**src/rtl/vf_linear_array_if.sv**
```systemverilog
// Stream and configuration bundle for vf_linear_array.
// The slave modport is the array itself; the master modport is the
// stream source, stream sink and register bank side.
interface vf_linear_array_if #(
    parameter int DATA_W = 16,
    parameter int ACC_W  = 48,
    parameter int ADDR_W = 4
) ();
    logic                     in_valid;
    logic                     in_ready;
    logic signed [DATA_W-1:0] in_x;
    logic signed [ACC_W-1:0]  in_acc;
    logic                     out_valid;
    logic                     out_ready;
    logic signed [DATA_W-1:0] out_x;
    logic signed [ACC_W-1:0]  out_acc;
    logic                     cfg_we;
    logic [ADDR_W-1:0]        cfg_addr;
    logic [31:0]              cfg_data;
    logic                     cfg_commit;
    logic                     cfg_busy;

    modport master (
        output in_valid, in_x, in_acc, out_ready,
        output cfg_we, cfg_addr, cfg_data, cfg_commit,
        input  in_ready, out_valid, out_x, out_acc, cfg_busy
    );

    modport slave (
        input  in_valid, in_x, in_acc, out_ready,
        input  cfg_we, cfg_addr, cfg_data, cfg_commit,
        output in_ready, out_valid, out_x, out_acc, cfg_busy
    );
endinterface

```
**src/rtl/vf_linear_array.sv**
```systemverilog
// Linear chain of NUM_PE arithmetic PEs with a systolic x/acc datapath,
// valid/ready streaming and double-buffered per-PE configuration.
//
// Commit FSM:
//   state   | meaning
//   ST_IDLE | active config in use, no commit requested
//   ST_PEND | commit requested; input blocked until the pipe drains,
//           | then shadow is copied to active
module vf_linear_array #(
    parameter int NUM_PE = 4,
    parameter int DATA_W = 16,
    parameter int ACC_W  = 48,
    parameter int ADDR_W = 4
) (
    input logic               clk,
    input logic               rst_n,
    vf_linear_array_if.slave  bus
);

    typedef struct packed {
        logic [3:0]        op;
        logic              bypass;
        logic              sat;
        logic [DATA_W-1:0] coeff;
    } pe_cfg_t;

    typedef enum logic {ST_IDLE, ST_PEND} cstate_t;

    pe_cfg_t shadow_q [NUM_PE];
    pe_cfg_t active_q [NUM_PE];
    pe_cfg_t cfg_new;

    logic                     vld_q [NUM_PE];
    logic signed [DATA_W-1:0] x_q   [NUM_PE];
    logic signed [ACC_W-1:0]  acc_q [NUM_PE];
    logic                     vld_d [NUM_PE];
    logic signed [DATA_W-1:0] x_d   [NUM_PE];
    logic signed [ACC_W-1:0]  acc_d [NUM_PE];

    cstate_t state_q, state_d;
    logic    commit_fire;
    logic    pipe_busy;
    logic    advance;
    logic    accept;
    logic    unused_cfg_bits;

    // Result is formed one bit wider than the lane so a single guard bit
    // exposes overflow for the saturating mode.
    function automatic logic [ACC_W-1:0] pe_acc(input pe_cfg_t c,
                                                 input logic signed [DATA_W-1:0] x,
                                                 input logic signed [ACC_W-1:0] a);
        logic signed [2*DATA_W-1:0] p;
        logic signed [ACC_W:0]      ae, pe, xe, r;
        p  = x * $signed(c.coeff);
        ae = (ACC_W+1)'(a);
        pe = (ACC_W+1)'(p);
        xe = (ACC_W+1)'(x);
        case (c.op)
            4'd1:    r = pe;
            4'd2:    r = ae + pe;
            4'd3:    r = ae + xe;
            4'd4:    r = ae - xe;
            4'd5:    r = ae - pe;
            4'd6:    r = xe;
            4'd7:    r = '0;
            default: r = ae;
        endcase
        if (c.bypass) r = ae;
        if (c.sat && (r[ACC_W] != r[ACC_W-1]))
            return r[ACC_W] ? {1'b1, {(ACC_W-1){1'b0}}} : {1'b0, {(ACC_W-1){1'b1}}};
        return r[ACC_W-1:0];
    endfunction

    assign advance          = ~vld_q[NUM_PE-1] | bus.out_ready;
    assign bus.cfg_busy     = (state_q == ST_PEND);
    assign bus.in_ready     = advance & ~bus.cfg_busy & ~bus.cfg_commit;
    assign accept           = bus.in_valid & bus.in_ready;
    assign bus.out_valid    = vld_q[NUM_PE-1];
    assign bus.out_x        = x_q[NUM_PE-1];
    assign bus.out_acc      = acc_q[NUM_PE-1];

    // Coefficient field is 16 bits wide; sign-extend or truncate to the lane.
    assign cfg_new.op       = bus.cfg_data[3:0];
    assign cfg_new.bypass   = bus.cfg_data[4];
    assign cfg_new.sat      = bus.cfg_data[5];
    assign cfg_new.coeff    = DATA_W'($signed(bus.cfg_data[31:16]));
    assign unused_cfg_bits  = ^bus.cfg_data[15:6];

    for (genvar k = 0; k < NUM_PE; k++) begin : g_pe
        if (k == 0) begin : g_head
            assign vld_d[k] = accept;
            assign x_d[k]   = bus.in_x;
            assign acc_d[k] = pe_acc(active_q[k], bus.in_x, bus.in_acc);
        end else begin : g_tail
            assign vld_d[k] = vld_q[k-1];
            assign x_d[k]   = x_q[k-1];
            assign acc_d[k] = pe_acc(active_q[k], x_q[k-1], acc_q[k-1]);
        end
    end

    // Any beat anywhere in the chain, including the output stage.
    always_comb begin
        pipe_busy = 1'b0;
        for (int k = 0; k < NUM_PE; k++) pipe_busy = pipe_busy | vld_q[k];
    end

    // All stages shift together on advance; bubbles are kept in place.
    always_ff @(posedge clk or negedge rst_n) begin
        if (!rst_n) begin
            for (int k = 0; k < NUM_PE; k++) begin
                vld_q[k] <= 1'b0;
                x_q[k]   <= '0;
                acc_q[k] <= '0;
            end
        end else if (advance) begin
            for (int k = 0; k < NUM_PE; k++) begin
                vld_q[k] <= vld_d[k];
                x_q[k]   <= x_d[k];
                acc_q[k] <= acc_d[k];
            end
        end
    end

    // Shadow takes writes at any time; active only changes on an empty pipe.
    always_ff @(posedge clk or negedge rst_n) begin
        if (!rst_n) begin
            for (int k = 0; k < NUM_PE; k++) begin
                shadow_q[k] <= '0;
                active_q[k] <= '0;
            end
        end else begin
            for (int k = 0; k < NUM_PE; k++) begin
                if (bus.cfg_we && (bus.cfg_addr == ADDR_W'(k))) shadow_q[k] <= cfg_new;
                if (commit_fire) active_q[k] <= shadow_q[k];
            end
        end
    end

    // Commit state register.
    always_ff @(posedge clk or negedge rst_n) begin
        if (!rst_n) state_q <= ST_IDLE;
        else        state_q <= state_d;
    end

    // Commit next-state: request latches, copy waits for a fully drained pipe.
    always_comb begin
        state_d     = state_q;
        commit_fire = 1'b0;
        case (state_q)
            ST_IDLE: if (bus.cfg_commit) state_d = ST_PEND;
            ST_PEND: if (!pipe_busy) begin
                commit_fire = 1'b1;
                state_d     = ST_IDLE;
            end
            default: state_d = ST_IDLE;
        endcase
    end

endmodule

```
**src/flat_wrapper.sv**
```systemverilog
// flat-port wrapper written by rule: the top's interface ports become plain ports
module vf_linear_array_flat 
#(
    parameter int NUM_PE = 4,
    parameter int DATA_W = 16,
    parameter int ACC_W  = 48,
    parameter int ADDR_W = 4
)
  (clk, rst_n, bus_in_valid, bus_in_x, bus_in_acc, bus_out_ready, bus_cfg_we, bus_cfg_addr, bus_cfg_data, bus_cfg_commit, bus_in_ready, bus_out_valid, bus_out_x, bus_out_acc, bus_cfg_busy);
  vf_linear_array_if #(.DATA_W(DATA_W), .ACC_W(ACC_W), .ADDR_W(ADDR_W)) bus_i ();
  input logic clk;
  input logic rst_n;
  input wire logic [$bits(bus_i.in_valid)-1:0] bus_in_valid;
  input wire logic [$bits(bus_i.in_x)-1:0] bus_in_x;
  input wire logic [$bits(bus_i.in_acc)-1:0] bus_in_acc;
  input wire logic [$bits(bus_i.out_ready)-1:0] bus_out_ready;
  input wire logic [$bits(bus_i.cfg_we)-1:0] bus_cfg_we;
  input wire logic [$bits(bus_i.cfg_addr)-1:0] bus_cfg_addr;
  input wire logic [$bits(bus_i.cfg_data)-1:0] bus_cfg_data;
  input wire logic [$bits(bus_i.cfg_commit)-1:0] bus_cfg_commit;
  output wire logic [$bits(bus_i.in_ready)-1:0] bus_in_ready;
  output wire logic [$bits(bus_i.out_valid)-1:0] bus_out_valid;
  output wire logic [$bits(bus_i.out_x)-1:0] bus_out_x;
  output wire logic [$bits(bus_i.out_acc)-1:0] bus_out_acc;
  output wire logic [$bits(bus_i.cfg_busy)-1:0] bus_cfg_busy;
  assign bus_i.in_valid = bus_in_valid;
  assign bus_i.in_x = bus_in_x;
  assign bus_i.in_acc = bus_in_acc;
  assign bus_i.out_ready = bus_out_ready;
  assign bus_i.cfg_we = bus_cfg_we;
  assign bus_i.cfg_addr = bus_cfg_addr;
  assign bus_i.cfg_data = bus_cfg_data;
  assign bus_i.cfg_commit = bus_cfg_commit;
  assign bus_in_ready = bus_i.in_ready;
  assign bus_out_valid = bus_i.out_valid;
  assign bus_out_x = bus_i.out_x;
  assign bus_out_acc = bus_i.out_acc;
  assign bus_cfg_busy = bus_i.cfg_busy;
  vf_linear_array #(.NUM_PE(NUM_PE), .DATA_W(DATA_W), .ACC_W(ACC_W), .ADDR_W(ADDR_W)) u_core (.clk(clk), .rst_n(rst_n), .bus(bus_i));
endmodule
```
**config.mk**
```make
export PLATFORM = sky130hd
export DESIGN_NAME = vf_linear_array_flat
export DESIGN_NICKNAME = d
export VERILOG_FILES = /design/src/rtl/vf_linear_array_if.sv /design/src/rtl/vf_linear_array.sv /design/src/flat_wrapper.sv
export SDC_FILE = /design/constraint.sdc
export NUM_CORES = 2
export LEC_CHECK = 0
export BUFFER_PORTS_ARGS = -buffer_cell sky130_fd_sc_hd__buf_2
export CELL_PAD_IN_SITES_DETAIL_PLACEMENT = 1
export CELL_PAD_IN_SITES_GLOBAL_PLACEMENT = 1
export CORE_MARGIN = 3
export CORE_UTILIZATION = 45
export DETAILED_ROUTE_END_ITERATION = 8
export GPL_TIMING_DRIVEN = 0
export PLACE_DENSITY_LB_ADDON = 0.1
export SETUP_SLACK_MARGIN = 0.05
export SLEW_MARGIN = 40
export SYNTH_ARGS = -nofsm -noshare
export SYNTH_HDL_FRONTEND = slang
export SYNTH_SLANG_ARGS = --single-unit
```
**constraint.sdc**
```tcl
create_clock -name clk -period 13.4 [get_ports clk]
set_clock_uncertainty 0.15 [all_clocks]
set_input_delay 2.68 -clock clk [delete_from_list [all_inputs] [get_ports clk]]
set_output_delay 2.68 -clock clk [all_outputs]
set_load 0.03 [all_outputs]
```
==> flow_summary.ini <==
[status]
status = complete, no violations

[setup_path]
slowest_delay_ns = 0.65
worstSetupEndpointType = flip-flop
cp.required_ns = 13.81
cp_max_fo = 13
worst_path_dominant_cell_family = adder cells
cp.arrival_ns = 13.49
critical_path_class = primary input to flip-flop
startpoint_type = primary input
cp_num_cells = 39
worst-path-buf-inv = 7
path_common_cell = fa_1
cpMaxStageDelayCell = fa_1
worst-r2r-cell-count = 40

[floorplan]
pin_count = 173
start_util_pct = 45.6
coreArea_um2 = 171000
row_count = 151
die_width_um = 422
die_y_um = 422
die_area_um2 = 178000

[routing]
drt_iter0_drc = 5197
drc_errors = 0
vias_per_cell = 5.94
wl_um = 317000
num_vias = 70000
drt_pre_antenna_iters = 9
ant_nets = 0
routedWlPerCell_um = 26.9

[placement]
dp_hpwl_um = 268000
dp_cells = 11700
portBuffers = 162
gp_congestion = 0.976

[clock_tree]
clk_latency_ns = 0.68
clkTransAtPathRegs_ns = 0.08
root_buffer = clkbuf_16
cts_hold_buffers = 0
clock_sinks = 437
h-tree-depth = 2
cts_buffer_depth = 3
cts_made_buffers = 53
cts_tree = done

[synth]
synthMuxAreaShare_pct = 2.72
syn_inst = 9204
synth_compound_area_share_pct = 16.9
ys_ff_latch = 437
synth_cell_type_count = 103
synth_fp_nets = 10900
synthAdderAreaFrac_pct = 35.7
synthSimpleGateAreaFrac_pct = 17.0
synthArstFlopShare_pct = 100
yosys_most_used_dff = dfrtp_1
synth_top_family_by_area = adder cells
syn_area_um2 = 77800
yosysWarnings = 0
synth-xor-area-share_pct = 4.56
ys_seq_area_share_pct = 14.1
synth_edf_count = 0
avgSynthCellArea_um2 = 8.45

[finish]
layout.nets = 11100
fin_cells = 11800
drive_above_1_share_pct = 8.87
final_common_cell = inv_1
synthToLayoutAreaGrowth_pct = 8.90
fin_util_pct = 49.6
fillers = 20300
most-common-layout-cells = inv_1, nand2_1, fa_1

[timing]
fin_setup_tns_ns = 0
period_needed_ns = 13.07
timing.final.crit_share_pct = 97.5
whs_ns = 0.321
finalHoldViolCount = 0
setup_viol_count_final = 0
worstMarginPinSlew_ns = 0.950
drv_slew = 0
relSlewSlack_pct = 36.4
max_clock_freq_mhz = 76.5

[worst_hold_path]
hp-class = flip-flop to flip-flop
whs_path_depth = 2

[global_routing]
antenna_found_initial = 24
grt_usage_pct = 35.4
grt_max_degree = 75
grt_pass1_vias = 75600
overflow = 0
grt_pass1_wl_um = 478000

[run]
maxCapViolations = 0
==> metal layers <==
metal | wire, µm | vias to the layer above | global-route usage (%)
li1 | - | 31000 | -
met1 | 124000 | 36000 | 42.6
met2 | 153000 | 2213 | 60.5
met3 | 15700 | 746 | 3.81
met4 | 24500 | 8 | 22.7
met5 | 60 | - | 0
==> worst paths after layout <==
check	startpoint	end	slack, ns
max	bus_in_x[9]	u_core.acc_q[176]	0.33
min	u_core.bus.out_x[13]	u_core.bus.out_x[13]	0.32
max reg2reg	u_core.x_d[34]	u_core.acc_q[116]	0.52
min reg2reg	u_core.bus.out_x[13]	u_core.bus.out_x[13]	0.32
max in group asynchronous	rst_n	u_core.acc_q[131]	9.78
min in group asynchronous	rst_n	u_core.bus.out_x[13]	1.77
==> flip-flops by register name (all words and copies together), names as in the netlist <==
register	flops
u_core.active_q	88
u_core.x_d	48
u_core.vld_d	3
u_core.bus.out_acc	48
u_core.bus.out_valid	1
u_core.bus.cfg_busy	1
u_core.bus.out_x	16
u_core.acc_q	144
u_core.shadow_q	88
==> synthesized netlist by cell type (all sizes together) (78+ instances only) <==
library cell  instances  area (µm²)
a21o                155        1160
a21oi               556        2790
and2                511        3200
buf                  93         599
clkbuf              451        1690
dfrtp               437       10900
fa                 1052       21100
ha                  536        6710
inv                1273        4780
mux2                176        1980
nand2              1114        4180
nand3                84         420
nor2                530        1990
nor3                120         621
o211ai              139        1040
o21ai               424        2130
o221ai               78         746
o22ai                85         538
xnor2               266        2330
xor2                134        1170
==> cell type report <==
class,count,area (µm²),area share (%)
clock buffer,67,1460,1.72
sequential,437,10900,12.9
inverter,1273,4790,5.65
tap,2295,2870,3.39
buffer,518,2380,2.81
timing repair buffer,197,1270,1.50
clock inverter,30,325,0.384
antenna,10,25.0,0.0295
multi-input combinational,6950,60700,71.6
==> logic make-up (layout without fill, tap and decap cells) <==
kind of cell,after synthesis,in the layout
compound gates,2006,2006
xor+xnor,402,402
fa+ha+maj,1588,1588
buf+inv,1817,2085
flops,437,437
mux,189,189
other cells,0,10
simple gates,2765,2765
==> worst min-delay path, cell delays in order, from the launching register on <==
cell	delay, ns
dfrtp_1	0.35
nand2_1	0.05
nand2_1	0.04
==> metrics by stage <==
| stage | worst slack (ns) | instance area (µm²) |
|---|---|---|
| 2_1_floorplan | 0.851 | 77800 |
| 3_3_place_gp | -2.72 | 81500 |
| 3_5_place_dp | -2.41 | 82300 |
| 4_1_cts | 0.0569 | 84400 |
| 5_1_grt | -0.00420 | 84700 |
| 6_report | 0.329 | 84700 |
==> what timing repair did <==
item / in CTS / in global routing
pin swaps: 3 / 2
setup endpoints to repair: 143 / 186
buffers inserted: 9 / 3
resized for setup: 85 / 99
Power is left out: the tool's default activity adds up to more than one toggle a clock period on the data nets, which glitch-free logic cannot reach.
